==> config.mk <==
export PLATFORM = sky130hd
export DESIGN_NAME = ps2_rx_frame
export DESIGN_NICKNAME = d
export VERILOG_FILES = /design/src/rtl/ps2_rx_frame_pkg.sv /design/src/rtl/ps2_clk_filter.sv /design/src/rtl/ps2_rx_frame.sv
export SDC_FILE = /design/constraint.sdc
export NUM_CORES = 1
export LEC_CHECK = 0
export ABC_AREA = 1
export CAP_MARGIN = 20
export CORE_MARGIN = 3
export CORE_UTILIZATION = 45
export CTS_BUF_LIST = sky130_fd_sc_hd__clkbuf_16
export CTS_CLUSTER_DIAMETER = 80
export DETAILED_ROUTE_END_ITERATION = 16
export PLACE_DENSITY_LB_ADDON = 0.3
export SLEW_MARGIN = 20
export SYNTH_ARGS = -nofsm -noshare
export SYNTH_HDL_FRONTEND = slang
export SYNTH_SLANG_ARGS = --single-unit
==> constraint.sdc <==
create_clock -name clk -period 2.15 [get_ports clk]
set_input_delay 0.5375 -clock clk [delete_from_list [all_inputs] [get_ports clk]]
set_output_delay 0.5375 -clock clk [all_outputs]
set_load 0.01 [all_outputs]
==> src/rtl/ps2_rx_frame_pkg.sv <==
// Shared PS/2 definitions: frame geometry, receiver FSM encodings
// and the odd-parity helper used by the receiver and its siblings.
package ps2_rx_frame_pkg;

  localparam int PS2_FRAME_BITS = 11;
  localparam int PS2_DATA_BITS  = 8;

  localparam logic [1:0] ST_IDLE  = 2'd0;
  localparam logic [1:0] ST_DATA  = 2'd1;
  localparam logic [1:0] ST_CHECK = 2'd2;

  // Data bits plus parity bit must hold an odd number of ones.
  function automatic logic odd_par_ok(
    input logic [PS2_DATA_BITS:0] v
  );
    return ^v;
  endfunction

endpackage

==> src/rtl/ps2_clk_filter.sv <==
// PS/2 clock glitch filter: the output only moves once FILTER_LEN
// consecutive samples agree; emits a one-cycle falling-edge tick.
module ps2_clk_filter #(
  parameter int FILTER_LEN = 8
) (
  input  logic clk,
  input  logic reset_n,
  input  logic i_ps_c,
  output logic o_fall_tick
);

  logic [FILTER_LEN-1:0] r_sh;
  logic                  r_f;
  logic                  w_f_next;

  always_comb begin
    w_f_next = r_f;
    if (&r_sh)
      w_f_next = 1'b1;
    else if (~|r_sh)
      w_f_next = 1'b0;
  end

  always_ff @(posedge clk or negedge reset_n) begin
    if (!reset_n) begin
      r_sh <= '1;
      r_f  <= 1'b1;
    end else begin
      r_sh <= {r_sh[FILTER_LEN-2:0], i_ps_c};
      r_f  <= w_f_next;
    end
  end

  assign o_fall_tick = r_f & ~w_f_next;

endmodule

==> src/rtl/ps2_rx_frame.sv <==
// PS/2 device-to-host frame receiver with parity/stop/timeout checks
// and a show-ahead byte FIFO on a valid/ready output.
module ps2_rx_frame
  import ps2_rx_frame_pkg::*;
#(
  parameter int FILTER_LEN     = 8,
  parameter int TIMEOUT_CYCLES = 20000,
  parameter int FIFO_DEPTH     = 4
) (
  input  logic                         clk,
  input  logic                         reset_n,
  input  logic                         rx_en,
  input  logic                         ps_c,
  input  logic                         ps_d,
  output logic [PS2_DATA_BITS-1:0]     dout,
  output logic                         rx_valid,
  input  logic                         rx_ready,
  output logic [$clog2(FIFO_DEPTH):0]  fifo_count,
  output logic                         rx_done_tick,
  output logic                         err_parity,
  output logic                         err_frame,
  output logic                         err_timeout,
  output logic                         err_overflow,
  output logic                         busy
);

  localparam int TW = $clog2(TIMEOUT_CYCLES);
  localparam int PW = $clog2(FIFO_DEPTH);
  localparam int CW = PW + 1;
  localparam logic [TW-1:0] TMO_MAX = TW'(TIMEOUT_CYCLES - 1);
  localparam logic [CW-1:0] FULL    = CW'(FIFO_DEPTH);

  logic                      r_d_meta;
  logic                      r_d_sync;
  logic                      w_fall_tick;
  logic [1:0]                r_state;
  logic [3:0]                r_bit_cnt;
  logic [TW-1:0]             r_tmo;
  // Start bit is never stored; bit 1 is the first data bit.
  logic [PS2_FRAME_BITS-1:1] r_frame;

  logic [PS2_DATA_BITS-1:0]  r_mem [FIFO_DEPTH];
  logic [PW-1:0]             r_wr_ptr;
  logic [PW-1:0]             r_rd_ptr;
  logic [CW-1:0]             r_count;

  logic r_done;
  logic r_par;
  logic r_frm;
  logic r_tmo_err;
  logic r_ovf;

  logic w_chk;
  logic w_par_ok;
  logic w_stop_ok;
  logic w_good;
  logic w_full;
  logic w_pop;
  logic w_push;
  logic w_tmo_hit;

  ps2_clk_filter #(
    .FILTER_LEN (FILTER_LEN)
  ) u_filt (
    .clk         (clk),
    .reset_n     (reset_n),
    .i_ps_c      (ps_c),
    .o_fall_tick (w_fall_tick)
  );

  always_ff @(posedge clk or negedge reset_n) begin
    if (!reset_n) begin
      r_d_meta <= 1'b1;
      r_d_sync <= 1'b1;
    end else begin
      r_d_meta <= ps_d;
      r_d_sync <= r_d_meta;
    end
  end

  assign w_chk     = (r_state == ST_CHECK);
  assign w_par_ok  = odd_par_ok(r_frame[PS2_DATA_BITS+1:1]);
  assign w_stop_ok = r_frame[PS2_FRAME_BITS-1];
  assign w_good    = w_chk & w_par_ok & w_stop_ok;
  assign w_full    = (r_count == FULL);
  assign w_pop     = (r_count != '0) & rx_ready;
  assign w_push    = w_good & (~w_full | w_pop);
  assign w_tmo_hit = (r_state == ST_DATA) & ~w_fall_tick
                   & (r_tmo == TMO_MAX);

  always_ff @(posedge clk or negedge reset_n) begin
    if (!reset_n) begin
      r_state   <= ST_IDLE;
      r_bit_cnt <= '0;
      r_tmo     <= '0;
      r_frame   <= '0;
    end else begin
      case (r_state)
        ST_IDLE: begin
          if (w_fall_tick & rx_en & ~r_d_sync) begin
            r_state   <= ST_DATA;
            r_bit_cnt <= 4'd9;
            r_tmo     <= '0;
          end
        end
        ST_DATA: begin
          if (w_fall_tick) begin
            r_frame <= {r_d_sync, r_frame[PS2_FRAME_BITS-1:2]};
            r_tmo   <= '0;
            if (r_bit_cnt == 4'd0)
              r_state <= ST_CHECK;
            else
              r_bit_cnt <= r_bit_cnt - 4'd1;
          end else if (w_tmo_hit) begin
            r_state <= ST_IDLE;
            r_tmo   <= '0;
          end else begin
            r_tmo <= r_tmo + TW'(1);
          end
        end
        ST_CHECK: r_state <= ST_IDLE;
        default:  r_state <= ST_IDLE;
      endcase
    end
  end

  // A push into a full FIFO reuses the slot freed by a same-cycle pop.
  always_ff @(posedge clk or negedge reset_n) begin
    if (!reset_n) begin
      for (int i = 0; i < FIFO_DEPTH; i++)
        r_mem[i] <= '0;
      r_wr_ptr <= '0;
      r_rd_ptr <= '0;
      r_count  <= '0;
    end else begin
      if (w_push) begin
        r_mem[r_wr_ptr] <= r_frame[PS2_DATA_BITS:1];
        r_wr_ptr        <= r_wr_ptr + PW'(1);
      end
      if (w_pop)
        r_rd_ptr <= r_rd_ptr + PW'(1);
      if (w_push & ~w_pop)
        r_count <= r_count + CW'(1);
      else if (w_pop & ~w_push)
        r_count <= r_count - CW'(1);
    end
  end

  always_ff @(posedge clk or negedge reset_n) begin
    if (!reset_n) begin
      r_done    <= 1'b0;
      r_par     <= 1'b0;
      r_frm     <= 1'b0;
      r_tmo_err <= 1'b0;
      r_ovf     <= 1'b0;
    end else begin
      r_done    <= w_push;
      r_par     <= w_chk & ~w_par_ok;
      r_frm     <= w_chk & ~w_stop_ok;
      r_tmo_err <= w_tmo_hit;
      r_ovf     <= w_good & w_full & ~w_pop;
    end
  end

  assign dout         = r_mem[r_rd_ptr];
  assign rx_valid     = (r_count != '0);
  assign fifo_count   = r_count;
  assign rx_done_tick = r_done;
  assign err_parity   = r_par;
  assign err_frame    = r_frm;
  assign err_timeout  = r_tmo_err;
  assign err_overflow = r_ovf;
  assign busy         = (r_state != ST_IDLE);

endmodule

==> impl_summary.log <==
[metrics] status: finished, violations left
[metrics] violated checks: negative setup slack
[metrics] sequential-to-total area share from yosys stat: 48.8%
[metrics] number of pins with negative max-slew slack in the final report: 0
[metrics] number of vias per cell after detailed routing: 5.23
[metrics] type of the worst min-delay path: input port to asynchronous set/reset pin
[metrics] worst slew slack as a fraction of its limit: around 72%
[metrics] number of I/O port buffers: 23
[metrics] classification of the worst setup path: flop to flop
[metrics] combinational share of power: between 20 and 30%
[metrics] average wire per cell in the routed design: 13.4 µm
[metrics] worst-path cell with the longest stage delay: sky130_fd_sc_hd__dfrtp_1
[metrics] layout overhead on the synthesized area: 18.1%
[metrics] Clock Path Buffers: 2
[metrics] Antenna Nets Post-Route: 0
[metrics] Switching Share: 32.8%
[metrics] startpoint kind of the worst setup timing path: flop
[metrics] clock buffers created by TritonCTS: 9
[metrics] die extent in x: 105 µm
[metrics] max-cap violation count: 0
[metrics] RSZ-0062 raised after global routing: yes
[metrics] TritonCTS clock tree: built
[metrics] part of the total power dissipated in the clock network: 30.9%
[metrics] WP data required: 2.36 ns
[metrics] compound-cell area share of the yosys netlist: 6.93%
[metrics] global placer's final weighted congestion: 0.892
[metrics] fill cell count: 857
[metrics] Net Sw Power: 1670 µW
[metrics] post-route clock period utilization: 103%
[metrics] pin count of the biggest net entering global routing: 59
[metrics] transition time at the pin with the least slew margin: between 0.4 and 0.5 ns
[metrics] crit end category: flop
[metrics] flip-flop and latch count after synthesis: 86
[metrics] endpoints failing setup: 2
[metrics] dominant combinational cell family by area after synthesis: simple AND/OR/NAND/NOR gates
[metrics] number of violations reported at the end of detailed-routing iteration 0: 161
[metrics] Synth Net Count: 537
[metrics] final total power: slightly above 5000 µW
[metrics] arithmetic-cell share of the synthesized area counting full adders, half adders and majority gates: under 10%
[metrics] most instantiated flip-flop cell in the synthesis netlist: sky130_fd_sc_hd__dfrtp_1
[metrics] Placement Setup Slack: -0.199 ns
[metrics] static power due to leakage: 0.00257 µW
[metrics] # diodes: 0
[metrics] worst ir drop on vdd: 0.487 mV
[metrics] areal power density over the cells: 972 mW/mm²
[metrics] Critical path buffers and inverters: 4
[metrics] DRC violation count after routing: 0
[metrics] sequential share of power: 39.4%
[metrics] Critical Path, Cell by Cell: nand2_1, inv_1, nor2_1, nand2_1, nand2_2, inv_2, nand3_2, nand2_2, nor2_4, nand2_4, inv_4, ha_4, inv_2, fa_2, a21oi_2, o21ai_1, xor2_1
[metrics] routed vias: 3618
[metrics] post-layout instance count excluding filler cells: 692
[metrics] post-layout min period: 2.22 ns
[metrics] area of the core region: around 0.0094 mm²
[metrics] Worst path top cell family by delay: simple AND/OR/NAND/NOR gates
[metrics] final-stage net count: 573
[metrics] post-placement cell count: 672
[metrics] Post-Route Skew: 0.00964 ns
[metrics] mux cell area share after synthesis: 0.507%
[metrics] number of levels in the clock H-tree: 3
[metrics] internal power: approximately 3400 µW
[metrics] count of flip-flops with a built-in enable after synthesis: 0
[metrics] Clock Root Buffer: sky130_fd_sc_hd__clkbuf_16
[metrics] Achievable Freq: around 0.45 GHz
[metrics] number of warning messages in the yosys log: 0
[metrics] share of cells above drive strength 1: between 15 and 20%
[metrics] arrival time of data at the critical path endpoint: 2.43 ns
[metrics] number of I/O pins: 24
[metrics] cell row count: 35
[metrics] wire length of the first global-routing pass: 16500 µm
[metrics] count of mapped cells out of synthesis: 522
[metrics] fin worst setup slack: -0.0652 ns
[metrics] wire length reported by the detailed router: 9260 µm
[metrics] number of global-route vias before repair: roughly 3600
[metrics] total iterations of the first detailed-routing run: 5
[metrics] remaining global-route overflow: 0
[metrics] number of failing hold endpoints at the final stage: 0
[metrics] area fraction in and, or, nand and nor cells after synthesis: roughly 29%
[metrics] number of distinct library cells after synthesis: 34
[metrics] CTS sink cnt: 86
[metrics] number of hold buffers added after cts: 0
[metrics] Hold WS: around 0.12 ns
[metrics] aggregate global-route resource usage: 17.9%
[metrics] Post-Syn Area per Cell: 8.50 µm²
[metrics] Synth Cell Area: 0.00444 mm²
[metrics] height of the die: approximately 110 µm
[metrics] share of the synthesized netlist area taken by xor and xnor gates: about 2.7%
[metrics] number of antenna violations at the first check in global routing: 0
[metrics] Setup Total Neg Slack: -0.115 ns
[metrics] Die Footprint: 0.0111 mm²
[metrics] Initial Utilization: 47.1%
[metrics] Skew-Pair Late Insertion Delay: around 0.33 ns
[metrics] slowest stage delay, CP: 0.42 ns
[metrics] CTS clk-pin slew, worst paths: 0.06 ns
[metrics] crit-path max FO: 5
[metrics] Final HPWL DP: 6470 µm
[metrics] share of flip-flops with an asynchronous set or reset after synthesis: 100%
==> flip-flops by register name (all words and copies together), names as in the netlist <==
signal	count
r_frame	10
rx_done_tick	1
err_timeout	1
r_rd_ptr	2
err_overflow	1
r_mem	32
r_state	2
r_d_sync	1
r_d_meta	1
r_bit_cnt	4
u_filt.r_f	1
r_wr_ptr	2
err_parity	1
err_frame	1
fifo_count	3
u_filt.r_sh	8
r_tmo	15
==> power groups by stage <==
stage | combinational, µW | clock [µW] | sequential [µW]
finish | 1510 | 1580 | 2010
global route | 1700 | 1690 | 2040
CTS | 1490 | 1620 | 2010
detailed placement | 1540 | 0 | 2030
global placement | 1510 | 0 | 2020
floorplan | 938 | 0 | 1970
==> cell families after synthesis <==
logic type / count (synthesis)
and+or+nand+nor: 278
AOI/OAI and AO/OA: 57
buffers and inverters: 77
xor gates and xnor gates: 13
muxes: 2
DFF: 86
adders and majority gates: 9
==> layout by cell type, fill, tap and decap left out, types with 4 or more instances in the layout <==
| cell type | n |
|---|---|
| sky130_fd_sc_hd__a21oi_1 | 4 |
| sky130_fd_sc_hd__buf_4 | 29 |
| sky130_fd_sc_hd__clkbuf_16 | 10 |
| sky130_fd_sc_hd__clkdlybuf4s50_1 | 13 |
| sky130_fd_sc_hd__dfrtp_1 | 72 |
| sky130_fd_sc_hd__dfstp_2 | 11 |
| sky130_fd_sc_hd__dlygate4sd2_1 | 8 |
| sky130_fd_sc_hd__ha_1 | 7 |
| sky130_fd_sc_hd__inv_1 | 42 |
| sky130_fd_sc_hd__inv_2 | 4 |
| sky130_fd_sc_hd__nand2_1 | 131 |
| sky130_fd_sc_hd__nand2_2 | 9 |
| sky130_fd_sc_hd__nand3_1 | 22 |
| sky130_fd_sc_hd__nand3_2 | 7 |
| sky130_fd_sc_hd__nand4_1 | 47 |
| sky130_fd_sc_hd__nor2_1 | 44 |
| sky130_fd_sc_hd__nor3_1 | 9 |
| sky130_fd_sc_hd__o21ai_0 | 29 |
| sky130_fd_sc_hd__o21ai_1 | 10 |
| sky130_fd_sc_hd__o22ai_1 | 9 |
| sky130_fd_sc_hd__xor2_1 | 9 |
==> cell usage after synthesis, types with 2 or more instances <==
cell type	n	area share, %
sky130_fd_sc_hd__buf_12	3	1.4
sky130_fd_sc_hd__clkbuf_1	9	0.76
sky130_fd_sc_hd__nor3_1	9	1.0
sky130_fd_sc_hd__nand3_1	24	2.7
sky130_fd_sc_hd__nand2_2	7	0.99
sky130_fd_sc_hd__inv_1	43	3.6
sky130_fd_sc_hd__mux2_2	2	0.51
sky130_fd_sc_hd__nor2_1	46	3.9
sky130_fd_sc_hd__dfrtp_1	75	42
sky130_fd_sc_hd__nand3_4	3	1.2
sky130_fd_sc_hd__o21ai_1	7	0.79
sky130_fd_sc_hd__o21a_1	2	0.34
sky130_fd_sc_hd__nand3_2	5	1.1
sky130_fd_sc_hd__buf_2	11	1.2
sky130_fd_sc_hd__ha_1	8	2.3
sky130_fd_sc_hd__o22ai_1	9	1.3
sky130_fd_sc_hd__a21oi_1	5	0.56
sky130_fd_sc_hd__nand4_1	47	6.6
sky130_fd_sc_hd__xnor2_1	3	0.59
sky130_fd_sc_hd__dfstp_2	11	6.5
sky130_fd_sc_hd__buf_6	4	1.0
sky130_fd_sc_hd__inv_2	5	0.42
sky130_fd_sc_hd__nand2_1	134	11
sky130_fd_sc_hd__xor2_1	9	1.8
sky130_fd_sc_hd__o21ai_0	32	3.6
==> worst reg2reg max path, stage by stage (launching register included) <==
cell                      delay [ns]
sky130_fd_sc_hd__dfrtp_1        0.42
sky130_fd_sc_hd__nand2_1        0.10
sky130_fd_sc_hd__inv_1          0.04
sky130_fd_sc_hd__nor2_1         0.08
sky130_fd_sc_hd__nand2_1        0.07
sky130_fd_sc_hd__nand2_2        0.10
sky130_fd_sc_hd__inv_2          0.05
sky130_fd_sc_hd__nand3_2        0.07
sky130_fd_sc_hd__nand2_2        0.07
sky130_fd_sc_hd__nor2_4         0.13
sky130_fd_sc_hd__nand2_4        0.08
sky130_fd_sc_hd__inv_4          0.06
sky130_fd_sc_hd__ha_4           0.11
sky130_fd_sc_hd__inv_2          0.03
sky130_fd_sc_hd__fa_2           0.34
sky130_fd_sc_hd__a21oi_2        0.12
sky130_fd_sc_hd__o21ai_1        0.08
sky130_fd_sc_hd__xor2_1         0.14
==> layout make-up <==
class	instances	area, µm²	area share (%)
Sequential cell	86	2170	41.4
Multi-Input combinational cell	359	1930	36.9
Timing Repair Buffer	54	482	9.19
Clock buffer	10	250	4.77
Inverter	48	188	3.58
Tap cell	129	161	3.08
Clock inverter	6	58.8	1.12
==> final timing paths <==
path | endpoint | start | depth (start not counted) | slack [ns]
max | fifo_count[2]$_DFFE_PN0P_ | r_frame[2]$_DFFE_PN0P_ | 17 | -0.07
max reg2reg | fifo_count[2]$_DFFE_PN0P_ | r_frame[2]$_DFFE_PN0P_ | 17 | -0.07
min reg2reg | r_d_sync$_DFF_PN1_ | r_d_meta$_DFF_PN1_ | 0 | 0.36
max in group asynchronous | r_frame[4]$_DFFE_PN0P_ | reset_n | 2 | 1.38
min | r_rd_ptr[0]$_DFFE_PN0P_ | reset_n | 1 | 0.12
min in group clk | r_d_sync$_DFF_PN1_ | r_d_meta$_DFF_PN1_ | 0 | 0.36
==> per-layer routing <==
| metal | part of all wire (%) | GRT usage, % | up-vias |
|---|---|---|---|
| li1 | - | - | 1801 |
| met1 | 44 | 22.8 | 1720 |
| met2 | 50 | 29.3 | 83 |
| met3 | 4.4 | 5.08 | 14 |
| met4 | 1.3 | 5.81 | 0 |
| met5 | 0 | 0 | - |
==> stage by stage <==
step           util, %  area, µm²
2_1_floorplan        -       4490
4_1_cts           55.3       5200
5_1_grt           55.7       5240
3_3_place_gp      51.9       4880
6_report          55.7       5240
3_5_place_dp      51.9       4880
==> what timing repair did <==
action / in CTS / in global routing
resized for setup: 13 / 7
gates cloned: 0 / 0
pin swaps: 5 / 0
setup endpoints to repair: 16 / 49
setup buffers: 1 / 3
Power figures use the tool's default switching activity.
